==> config.mk <==
export PLATFORM = sky130hd
export DESIGN_NAME = data_mem_arbiter
export DESIGN_NICKNAME = d
export VERILOG_FILES = /design/src/rtl/data_mem_arbiter.sv
export SDC_FILE = /design/constraint.sdc
export NUM_CORES = 1
export LEC_CHECK = 0
export BUFFER_PORTS_ARGS = -buffer_cell sky130_fd_sc_hd__buf_2
export CORE_MARGIN = 3
export CORE_UTILIZATION = 30
export CTS_CLUSTER_SIZE = 16
export DETAILED_ROUTE_END_ITERATION = 6
export GPL_TIMING_DRIVEN = 0
export PLACE_DENSITY_LB_ADDON = 0.15
export SLEW_MARGIN = 20
export SYNTH_ARGS = -nofsm -noshare
export SYNTH_HDL_FRONTEND = slang
export SYNTH_SLANG_ARGS = --single-unit
==> constraint.sdc <==
create_clock -name clk -period 1.97 [get_ports clk]
set_input_delay 0.197 -clock clk [delete_from_list [all_inputs] [get_ports clk]]
set_output_delay 0.197 -clock clk [all_outputs]
set_load 0.005 [all_outputs]
==> src/rtl/data_mem_arbiter.sv <==
// Two-port arbiter in front of a single-port, fully registered 32-word data memory.
// Round-robin or fixed-priority grant with optional lock, plus a 2-stage response tracker.
module data_mem_arbiter #(
   parameter bit          FIXED_PRIO = 1'b0,
   parameter int unsigned MEM_AW     = 5
) (
   input  logic        clk,
   input  logic        rst,
   input  logic        p0_req,
   input  logic        p0_lock,
   input  logic        p0_we,
   input  logic [31:0] p0_addr,
   input  logic [31:0] p0_wdata,
   output logic        p0_gnt,
   output logic        p0_done,
   output logic        p0_err,
   output logic [31:0] p0_rdata,
   input  logic        p1_req,
   input  logic        p1_lock,
   input  logic        p1_we,
   input  logic [31:0] p1_addr,
   input  logic [31:0] p1_wdata,
   output logic        p1_gnt,
   output logic        p1_done,
   output logic        p1_err,
   output logic [31:0] p1_rdata,
   output logic        mem_we,
   output logic [31:0] mem_addr,
   output logic [31:0] mem_datain,
   input  logic [31:0] mem_dataout
);

   localparam int unsigned DW  = 32;
   localparam int unsigned AHI = MEM_AW + 2;

   typedef struct packed {
      logic valid;
      logic id;
      logic we;
      logic err;
   } rsp_t;

   logic          last_id_q, last_id_d;
   logic          lock_v_q, lock_v_d;
   logic          lock_id_q, lock_id_d;
   logic          hand_v_q, hand_v_d;
   logic          hand_id_q, hand_id_d;
   logic [DW-1:0] addr_q, addr_d;
   logic [DW-1:0] wdata_q, wdata_d;
   rsp_t          s1_q, s1_d;
   rsp_t          s2_q;

   logic          g0_c, g1_c, win_c, gnt_any_c, gnt_id_c;
   logic          sel_we_c, sel_lock_c, sel_err_c, owner_req_c;
   logic [DW-1:0] sel_addr_c, sel_wdata_c;

   // Arbitration: lock owner first, then a one-shot handoff after a lock release, then policy.
   always_comb begin
      g0_c  = 1'b0;
      g1_c  = 1'b0;
      win_c = 1'b0;
      if (!rst) begin
         if (lock_v_q) begin
            if (lock_id_q) g1_c = p1_req;
            else           g0_c = p0_req;
         end else if (p0_req && p1_req) begin
            if (hand_v_q)        win_c = hand_id_q;
            else if (FIXED_PRIO) win_c = 1'b0;
            else                 win_c = ~last_id_q;
            g0_c = ~win_c;
            g1_c = win_c;
         end else begin
            g0_c = p0_req;
            g1_c = p1_req;
         end
      end
   end

   assign gnt_any_c   = g0_c | g1_c;
   assign gnt_id_c    = g1_c;
   assign sel_we_c    = g1_c ? p1_we    : p0_we;
   assign sel_lock_c  = g1_c ? p1_lock  : p0_lock;
   assign sel_addr_c  = g1_c ? p1_addr  : p0_addr;
   assign sel_wdata_c = g1_c ? p1_wdata : p0_wdata;
   assign sel_err_c   = |sel_addr_c[DW-1:AHI];
   assign owner_req_c = lock_id_q ? p1_req : p0_req;

   assign p0_gnt     = g0_c;
   assign p1_gnt     = g1_c;
   assign mem_we     = gnt_any_c & sel_we_c & ~sel_err_c;
   assign mem_addr   = gnt_any_c ? sel_addr_c  : addr_q;
   assign mem_datain = gnt_any_c ? sel_wdata_c : wdata_q;

   // Next-state for arbitration history, lock ownership and response stage 1.
   always_comb begin
      last_id_d = last_id_q;
      lock_v_d  = lock_v_q;
      lock_id_d = lock_id_q;
      hand_v_d  = 1'b0;
      hand_id_d = hand_id_q;
      addr_d    = addr_q;
      wdata_d   = wdata_q;
      s1_d      = '{valid: gnt_any_c, id: gnt_id_c, we: sel_we_c, err: sel_err_c};
      if (gnt_any_c) begin
         last_id_d = gnt_id_c;
         addr_d    = sel_addr_c;
         wdata_d   = sel_wdata_c;
      end
      if (lock_v_q) begin
         if (!owner_req_c) begin
            lock_v_d = 1'b0;
         end else if (gnt_any_c && !sel_lock_c) begin
            lock_v_d  = 1'b0;
            hand_v_d  = 1'b1;
            hand_id_d = ~lock_id_q;
         end
      end else if (gnt_any_c && sel_lock_c) begin
         lock_v_d  = 1'b1;
         lock_id_d = gnt_id_c;
      end
   end

   always_ff @(posedge clk) begin
      if (rst) begin
         last_id_q <= 1'b1;
         lock_v_q  <= 1'b0;
         lock_id_q <= 1'b0;
         hand_v_q  <= 1'b0;
         hand_id_q <= 1'b0;
         addr_q    <= '0;
         wdata_q   <= '0;
         s1_q      <= '0;
         s2_q      <= '0;
      end else begin
         last_id_q <= last_id_d;
         lock_v_q  <= lock_v_d;
         lock_id_q <= lock_id_d;
         hand_v_q  <= hand_v_d;
         hand_id_q <= hand_id_d;
         addr_q    <= addr_d;
         wdata_q   <= wdata_d;
         s1_q      <= s1_d;
         s2_q      <= s1_q;
      end
   end

   // Stage 2 lines up with the memory's registered read data.
   assign p0_done  = s2_q.valid & ~s2_q.id;
   assign p1_done  = s2_q.valid &  s2_q.id;
   assign p0_err   = p0_done & s2_q.err;
   assign p1_err   = p1_done & s2_q.err;
   assign p0_rdata = (p0_done && !s2_q.we && !s2_q.err) ? mem_dataout : '0;
   assign p1_rdata = (p1_done && !s2_q.we && !s2_q.err) ? mem_dataout : '0;

endmodule
Yosys cells after proc, flatten, opt, wreduce, memory -nomap -nowiden. Index checks and enable logic that the tools add are counted.

Flip-flop bits (word level): 77. Bits in latches: 0. Bits in writable memories: 0. Memory bits (read-only): 0. Input port bits: 168. Logic and storage cells: 69. Memories: 0.

Add/subtract/negate cells: 0. Multiply operators: 0. Div/mod/pow operators: 0. $lt $le $gt $ge: 0. Eq/ne operators: 0. Shifts and indexed selects: 0. Mux-type cells: 26. Bitwise gates (word level): 14. Reductions and logical operators: 14.

Operators by type and width (number): $mux 32 (6); $reduce_or 25->1 (1); $mux 1 (20); $logic_and 1x1->1 (7); $not 1->1 (7); $and 1x1->1 (6); $logic_not 1->1 (3); $reduce_and 3->1 (1); $reduce_or 3->1 (1); $reduce_and 2->1 (1); $or 1x1->1 (1).

Longest topological paths before layout. Gate-level depths: netlist (run 1).

Word-level depth: 14. Depth in mapped cells: 7. Depth with buffers taken out: 6.

Worst setup path before layout (run 1). No wires, ideal clock.

Path kind: flip-flop to output port. Start point: register hand_v_q. End point: output mem_addr[27]. Arrival: 1370 ps. Required time: 1773 ps. Path slack: 403 ps. Cell stages (with the launch flop): 8. Path buffers: 2. Path through: dfxtp_1 > nor2b_1 > o21ai_1 > o211ai_2 > buf_6 > buf_4 > mux2i_1 > a21oi_1.

Cells in the longest elaborated chain, start to end: 10. Elaborated cells between the ends (all ways): 14. Those cells by class: mux (12); bitwise (2).

RTL lines: start, declared (line 46) `logic hand_v_q, hand_v_d;`; start signal, assigned (line 138) `hand_v_q <= hand_v_d;`; $mux 1 * (line 67) `if (hand_v_q) win_c = hand_id_q;`; $mux 1 * (line 66) `end else if (p0_req && p1_req) begin`; $mux 1 * (line 63) `if (lock_v_q) begin`; $mux 1 * (line 62) `if (!rst) begin`; $not 1->1 (line 70) `g0_c = ~win_c;`; $mux 1 (line 66); $mux 1 (line 63); $mux 1 (line 62); $or 1x1->1 (line 79) `assign gnt_any_c = g0_c | g1_c;`; $mux 32 *; end, declared (line 28) `output logic [31:0] mem_addr,`.

Mark *: on every way between the ends. The rest lies on a longest branch, timed or not. The select of a mux whose other input is x is not followed.

Final worst setup path (run 1).
Start point: register hand_v_q. End point: output mem_datain[29].

Cells in the longest elaborated chain, start to end: 10. Elaborated cells between the ends (all ways): 14. Those cells by class: mux (12); bitwise (2).

RTL lines: $mux 1 * (line 67); $mux 1 * (line 66); $mux 1 * (line 63); $mux 1 * (line 62); $not 1->1 (line 70); $mux 1 (line 66); $mux 1 (line 63); $mux 1 (line 62); $or 1x1->1 (line 79); $mux 32 *; end, declared (line 29) `output logic [31:0] mem_datain,`.

Marked as above.

==> impl_results.rst, run 1 <==
.. list-table::
   :header-rows: 1

   * - Metric
     - Value
   * - Slowest library cell on the worst path
     - sky130_fd_sc_hd__dfxtp_2
   * - Overall routed net length
     - 18200 microns
   * - Count of unresolved DRC violations after routing
     - 0
   * - Synth area leader
     - sky130_fd_sc_hd__dfxtp_1
   * - Number of slew-limit violations in the final report
     - 0
   * - Depth of the most critical reg-to-reg path
     - 9
   * - Final hold vios
     - 0
   * - Register-to-Register Setup Slack
     - 0.14 ns
   * - Final clock skew
     - 0.00650 ns
   * - CTS Hold Bufs
     - 0
   * - Root buffer cell
     - sky130_fd_sc_hd__clkbuf_16
   * - Post-route clock period utilization
     - 1.12
   * - Clock sink total
     - 77
   * - Worst Path Arrival
     - 2.01 ns
   * - Area of the die
     - 17400 sq um
   * - Final-layout worst hold slack
     - 0.133 ns
   * - Final setup fails
     - 65
   * - Critical path startpoint category
     - flip-flop
   * - Synth cell types
     - 37
   * - Areal power density over the cells
     - 672 nW/um^2
   * - Worst hold start
     - p1_we
   * - Critical Path, Cell by Cell
     - nor2b_4 > o21ai_2 > o211ai_2 > buf_12 > buf_8 > mux2i_4 > a21oi_1 > buf_2
   * - Average vias per placed instance
     - 4.85
   * - Starting DRT DRC Count
     - 135
   * - Count of input and output buffers
     - 302
   * - RR Endpoint
     - addr_q[29]
   * - Final antenna diode count
     - 0
   * - RSZ-0062 raised after global routing
     - yes
   * - Largest net degree at the start of global routing
     - 14
   * - Post-layout min period
     - 2.20 ns
   * - Crit-path max FO
     - 10
   * - Worst slew margin
     - 0.510
   * - DR WL/cell
     - 17.3 microns
   * - Number of rows in the core area
     - 45
   * - Ranking of synthesized cells by instance count
     - sky130_fd_sc_hd__dfxtp_1 (77), sky130_fd_sc_hd__a21oi_1 (67), sky130_fd_sc_hd__mux2i_1 (67), sky130_fd_sc_hd__and2_1 (66), sky130_fd_sc_hd__a211oi_2 (64)
   * - Leak
     - 3.54 nW
   * - Initial cell density of the core
     - 0.310
   * - Number of nets at the end of the flow
     - 1005
   * - Clock transition at the register clock pins on the worst setup and hold paths after CTS
     - 0.06 ns
   * - Commonest register cell after synthesis
     - sky130_fd_sc_hd__dfxtp_1
   * - Clock latency on the worst-skew pair
     - 0.33 ns
   * - Number of instances in the synthesized netlist
     - 510
   * - Endpoint, Worst Hold
     - s1_q[1]
   * - Avg Inst Size Synth
     - 9.33 sq um
   * - Type of the setup path with the least slack
     - reg -> out
   * - Worst Max-Slew Pin Slew
     - 0.736 ns
   * - Router iterations before antenna repair
     - 4
   * - Number of primary I/O pins
     - 303
   * - Initial antenna violation count
     - 0
   * - Number of buffers added by the clock tree synthesis step
     - 9
   * - First-pass GRT wire length
     - 27800 microns
   * - Vertical extent of the die
     - 132 microns
   * - Worst hold path type
     - in -> reg
   * - Final worst-path setup slack
     - -0.234 ns
   * - Top cells by area in the synthesized netlist
     - sky130_fd_sc_hd__dfxtp_1 (32%), sky130_fd_sc_hd__a211oi_2 (17%), sky130_fd_sc_hd__mux2i_1 (14%), sky130_fd_sc_hd__and2_1 (8.7%), sky130_fd_sc_hd__a21oi_1 (7.0%)
   * - Remaining number of nets flagged by the antenna check after routing
     - 0
   * - Number of global-route vias before repair
     - 5273
   * - Worst path required time
     - 1.77 ns
   * - Place WS
     - -0.0452 ns
   * - Netlist area before placement
     - 4760 sq um
   * - Area growth, synth to finish
     - 65.8%
   * - Highest ir drop seen on vdd
     - 0.454 mV
   * - Count of maximum capacitance violations
     - 0
   * - Core region area
     - 15400 sq um
   * - Clk buf depth
     - 2
   * - Worst hold path cell count
     - 3
   * - Register bit count reported by yosys
     - 77
   * - Launching point of the worst reg2reg path
     - hand_v_q
   * - Most frequent cell after synthesis
     - sky130_fd_sc_hd__dfxtp_1
   * - Violations in the final reports
     - setup timing
   * - EDFF count, synth
     - 0
   * - Register area share after synthesis
     - 0.324
   * - Post-synth top area share
     - 0.324
   * - Sum of overflow across all layers after global routing
     - 0
   * - TritonCTS clock tree
     - yes
   * - Routability congestion estimate from global placement
     - 0.943
   * - Die Width
     - 132 microns
   * - Nature of the critical path endpoint
     - output port
   * - Share of cells above drive strength 1
     - 0.659
   * - Max frequency
     - 0.454 GHz
   * - Async SR Flop Fraction
     - 0
   * - Post-DP HPWL
     - 14400 microns
   * - Worst path max stage delay
     - 0.35 ns
   * - Overall global routing resource usage
     - 0.198
   * - Power consumption
     - 0.00530 W
   * - Outcome
     - finished, violations left
   * - Number of warning messages in the yosys log
     - 0
   * - Post-Synthesis Net Count
     - 678
   * - Total number of vias
     - 5109
   * - CTS H-Tree Depth
     - 3
[cells by family after synthesis]
kind of cell / count (synthesis) / share of synthesized area
mux: 67 / 0.141
flops: 77 / 0.324
simple gates: 179 / 0.216
buf+inv: 47 / 0.0670
compound gates: 140 / 0.252
[per-stage QoR]
step | setup TNS [ns] | instances | util | area, sq um
finish | -13.14 | 1053 | 0.513 | 7890
global route | -20.29 | 1053 | 0.513 | 7890
CTS | -12.77 | 1049 | 0.496 | 7630
detailed placement | -0.101 | 1023 | 0.425 | 6540
global placement | -0.0709 | 1023 | 0.425 | 6540
floorplan | 0 | 510 | - | 4760
[critical path, delay by kind of cell, from the launching register on]
family	cells	cell delay [ns]
buf+inv	3	0.55
flops	1	0.35
compound gates	3	0.35
mux	1	0.27
simple gates	1	0.16
[layer usage]
layer | track usage | routed length (microns) | vias up | share of wire
li1 | - | - | 2489 | -
met1 | 0.211 | 6900 | 2405 | 0.38
met2 | 0.387 | 9860 | 195 | 0.54
met3 | 0.0492 | 1110 | 20 | 0.061
met4 | 0.0531 | 373 | 0 | 0.020
met5 | 0 | 0 | - | 0
[where the power goes]
group	internal [W]	switching (W)
clock	0.00128	0.000657
combinational	0.000795	0.000842
sequential	0.00169	0.0000473
total	0.00376	0.00155
[final cells by class]
cell class              count  area [sq um]
clock inverters             5           106
multi-input cells         386          3650
plain buffers              44           428
flip-flops and latches     77          1550
fillers                  1481          7480
repair buffers            316          1640
well taps                 211           264
clock buffers              11           243
inverters                   3          11.3
[flip-flops by register name (all words and copies together), names as in the netlist]
register and flops:
lock_id_q 1, s2_q 4, wdata_q 32, lock_v_q 1, addr_q 32, last_id_q 1
hand_id_q 1, hand_v_q 1, s1_q 4
[what timing repair did]
action / in CTS / in global routing
pin swaps: 8 / 1
gates resized for setup: 131 / 52
setup buffers: 9 / 4
endpoints found under the setup margin: 125 / 118
hold endpoints to repair: 0 / 0
cloned: 1 / 0
[layout by cell type (no fill, tap or decap), types with 3 or more instances in the layout]
cell type and instances:
sky130_fd_sc_hd__and2_1 66, sky130_fd_sc_hd__nor2b_1 6, sky130_fd_sc_hd__nand2b_1 3, sky130_fd_sc_hd__a21oi_1 49
sky130_fd_sc_hd__nor2_2 30, sky130_fd_sc_hd__buf_2 310, sky130_fd_sc_hd__nand2_1 6, sky130_fd_sc_hd__a21oi_2 18
sky130_fd_sc_hd__bufinv_16 3, sky130_fd_sc_hd__clkbuf_2 4, sky130_fd_sc_hd__clkbuf_1 7, sky130_fd_sc_hd__nor3_1 4
sky130_fd_sc_hd__a211oi_2 64, sky130_fd_sc_hd__buf_12 8, sky130_fd_sc_hd__mux2i_4 46, sky130_fd_sc_hd__nor2_1 37
sky130_fd_sc_hd__mux2i_2 15, sky130_fd_sc_hd__nor4_1 10, sky130_fd_sc_hd__mux2i_1 6, sky130_fd_sc_hd__buf_4 23
sky130_fd_sc_hd__buf_8 4, sky130_fd_sc_hd__nand4_1 3, sky130_fd_sc_hd__clkbuf_16 9, sky130_fd_sc_hd__dfxtp_1 74
[worst max path at each step]
stage          startpoint             end
5_1_grt          hand_v_q    mem_addr[31]
4_1_cts          hand_v_q  mem_datain[31]
2_1_floorplan    hand_v_q    mem_addr[27]
3_5_place_dp    lock_id_q    mem_addr[17]
3_3_place_gp    lock_id_q    mem_addr[17]
6_report         hand_v_q  mem_datain[29]
Note: power is estimated with default switching activity, not from simulation.
==> inputs of run 2 (changes only) <==
CORE_MARGIN = not set   (was 3)
==> impl_results.rst, run 2 (synthesized netlist as in run 1, its figures left out) <==
.. list-table::
   :header-rows: 1

   * - Metric
     - Value
   * - Worst Max-Slew Pin Slew
     - 0.787 ns
   * - Worst path max stage delay
     - 0.35 ns
   * - Router iterations before antenna repair
     - 4
   * - Overall routed net length
     - 16500 microns
   * - Leak
     - 3.51 nW
   * - Sum of overflow across all layers after global routing
     - 0
   * - Final worst-path setup slack
     - -0.263 ns
   * - Number of nets at the end of the flow
     - 1008
   * - Worst hold path type
     - in -> reg
   * - Worst slew margin
     - 0.475
   * - Placed instance count
     - 1023
   * - Highest ir drop seen on vdd
     - 0.377 mV
   * - Final setup fails
     - 65
   * - Root buffer cell
     - sky130_fd_sc_hd__clkbuf_16
   * - Routability congestion estimate from global placement
     - 0.846
   * - Final cell utilization of the core
     - 0.515
   * - Count of maximum capacitance violations
     - 0
   * - Count of input and output buffers
     - 302
   * - Nature of the critical path endpoint
     - output port
   * - Die Width
     - 128 microns
   * - Number of rows in the core area
     - 45
   * - Final clock skew
     - 0.00436 ns
   * - Number of buffers added by the clock tree synthesis step
     - 9
   * - Post-DP HPWL
     - 12900 microns
   * - Slowest library cell on the worst path
     - sky130_fd_sc_hd__dfxtp_2
   * - Max frequency
     - 0.448 GHz
   * - Biggest regs
     - addr_q: 32 flops, wdata_q: 32 flops
   * - DR WL/cell
     - 15.6 microns
   * - Type of the setup path with the least slack
     - reg -> out
   * - Area of the die
     - 16400 sq um
   * - Most frequent cells in the layout
     - sky130_fd_sc_hd__buf_2 (311), sky130_fd_sc_hd__dfxtp_1 (75), sky130_fd_sc_hd__and2_1 (66), sky130_fd_sc_hd__a211oi_2 (64), sky130_fd_sc_hd__a21oi_1 (57)
   * - Crit-path max FO
     - 10
   * - Outcome
     - finished, violations left
   * - Final hold vios
     - 0
   * - Critical path startpoint category
     - flip-flop
   * - Total number of vias
     - 5159
   * - Average vias per placed instance
     - 4.89
   * - CTS H-Tree Depth
     - 3
   * - Worst Path Arrival
     - 2.04 ns
   * - Clock transition at the register clock pins on the worst setup and hold paths after CTS
     - 0.06 ns
   * - Area growth, synth to finish
     - 65.6%
   * - Largest net degree at the start of global routing
     - 12
   * - Post-route clock period utilization
     - 1.13
   * - Most common library cell in the layout ignoring fill and taps
     - sky130_fd_sc_hd__buf_2
   * - Kind of cell with the highest combined delay on the critical path
     - buffers and inverters
   * - Vertical extent of the die
     - 128 microns
   * - Remaining number of nets flagged by the antenna check after routing
     - 0
   * - Number of primary I/O pins
     - 303
   * - Share of cells above drive strength 1
     - 0.654
   * - First-pass GRT wire length
     - 25000 microns
   * - Areal power density over the cells
     - 620 nW/um^2
   * - Clock latency on the worst-skew pair
     - 0.34 ns
   * - Core region area
     - 15300 sq um
   * - Number of slew-limit violations in the final report
     - 0
   * - Initial cell density of the core
     - 0.311
   * - Final Instance Count excl. Fillers
     - 1054
   * - Violations in the final reports
     - setup timing
   * - Critical Path, Cell by Cell
     - nor2b_4 > o21ai_2 > o211ai_2 > buf_12 > buf_16 > mux2i_4 > a21oi_1 > buf_2
   * - Worst path required time
     - 1.77 ns
   * - Final antenna diode count
     - 0
   * - Overall global routing resource usage
     - 0.197
   * - Starting DRT DRC Count
     - 152
   * - Post-layout min period
     - 2.23 ns
   * - Clk buf depth
     - 2
   * - Combined buffer and inverter count along the critical path
     - 3
   * - Number of global-route vias before repair
     - 4990
   * - Clock sink total
     - 77
   * - Initial antenna violation count
     - 0
   * - RSZ-0062 raised after global routing
     - yes
   * - Power consumption
     - 0.00489 W
   * - Count of unresolved DRC violations after routing
     - 0
   * - TritonCTS clock tree
     - yes
run 2: power by group:
group          internal [W]  switching (W)  total [W]
logic              0.000799       0.000834    0.00163
registers           0.00169      0.0000469    0.00173
clock network      0.000903       0.000620    0.00152
total               0.00339        0.00150    0.00489
run 2: layer usage:
| metal | GRT usage | up-vias | part of all wire |
|---|---|---|---|
| met5 | 0 | - | 0 |
| met4 | 0.0692 | 0 | 0.016 |
| met3 | 0.0363 | 15 | 0.060 |
| met2 | 0.378 | 206 | 0.53 |
| met1 | 0.216 | 2432 | 0.39 |
| li1 | - | 2506 | - |
run 2: cell type report:
type                    count  area (sq um)
clock buffers              12           256
multi-input cells         386          3740
fillers                  1418          7430
plain buffers              44           419
repair buffers            319          1640
flip-flops and latches     77          1550
well taps                 211           264
clock inverters             2          10.0
inverters                   3          11.3
run 2: repair_timing:
item                                    in CTS  in global routing
pin swaps                                    8                  1
cloned                                       0                  0
hold buffers                                 0                  0
endpoints found under the setup margin     126                109
setup buffers                               11                  6
gates resized for setup                    157                 25
run 2: stage by stage:
step | setup TNS (ns) | hold WS (ns) | cell area, sq um | setup WS, ns
floorplan | 0 | 0.333 | 4760 | 0.403
global placement | -0.463 | 0.420 | 6540 | -0.363
detailed placement | -0.425 | 0.425 | 6540 | -0.338
CTS | -15.63 | 0.120 | 7700 | -0.280
global route | -21.44 | 0.136 | 7880 | -0.370
finish | -14.33 | 0.133 | 7880 | -0.263
run 2: path summary, 6_finish.rpt:
kind | depth (start not counted) | start | slack [ns] | end
worst min-delay path | 3 | p1_we | 0.13 | s1_q[1]
worst max-delay path | 8 | hand_v_q | -0.26 | mem_datain[31]
worst max register to register | 9 | hand_v_q | 0.06 | addr_q[16]
worst min register to register | 1 | s1_q[0] | 0.44 | s2_q[0]
run 2: worst reg2reg max path, stage by stage, from the launching register on:
cell and delay [ns]:
sky130_fd_sc_hd__dfxtp_2 0.35, sky130_fd_sc_hd__nor2b_4 0.15, sky130_fd_sc_hd__o21ai_2 0.07, sky130_fd_sc_hd__o211ai_2 0.19, sky130_fd_sc_hd__buf_12 0.21, sky130_fd_sc_hd__buf_12 0.20, sky130_fd_sc_hd__mux2i_4 0.30, sky130_fd_sc_hd__buf_4 0.15
sky130_fd_sc_hd__buf_4 0.10, sky130_fd_sc_hd__a211oi_2 0.05
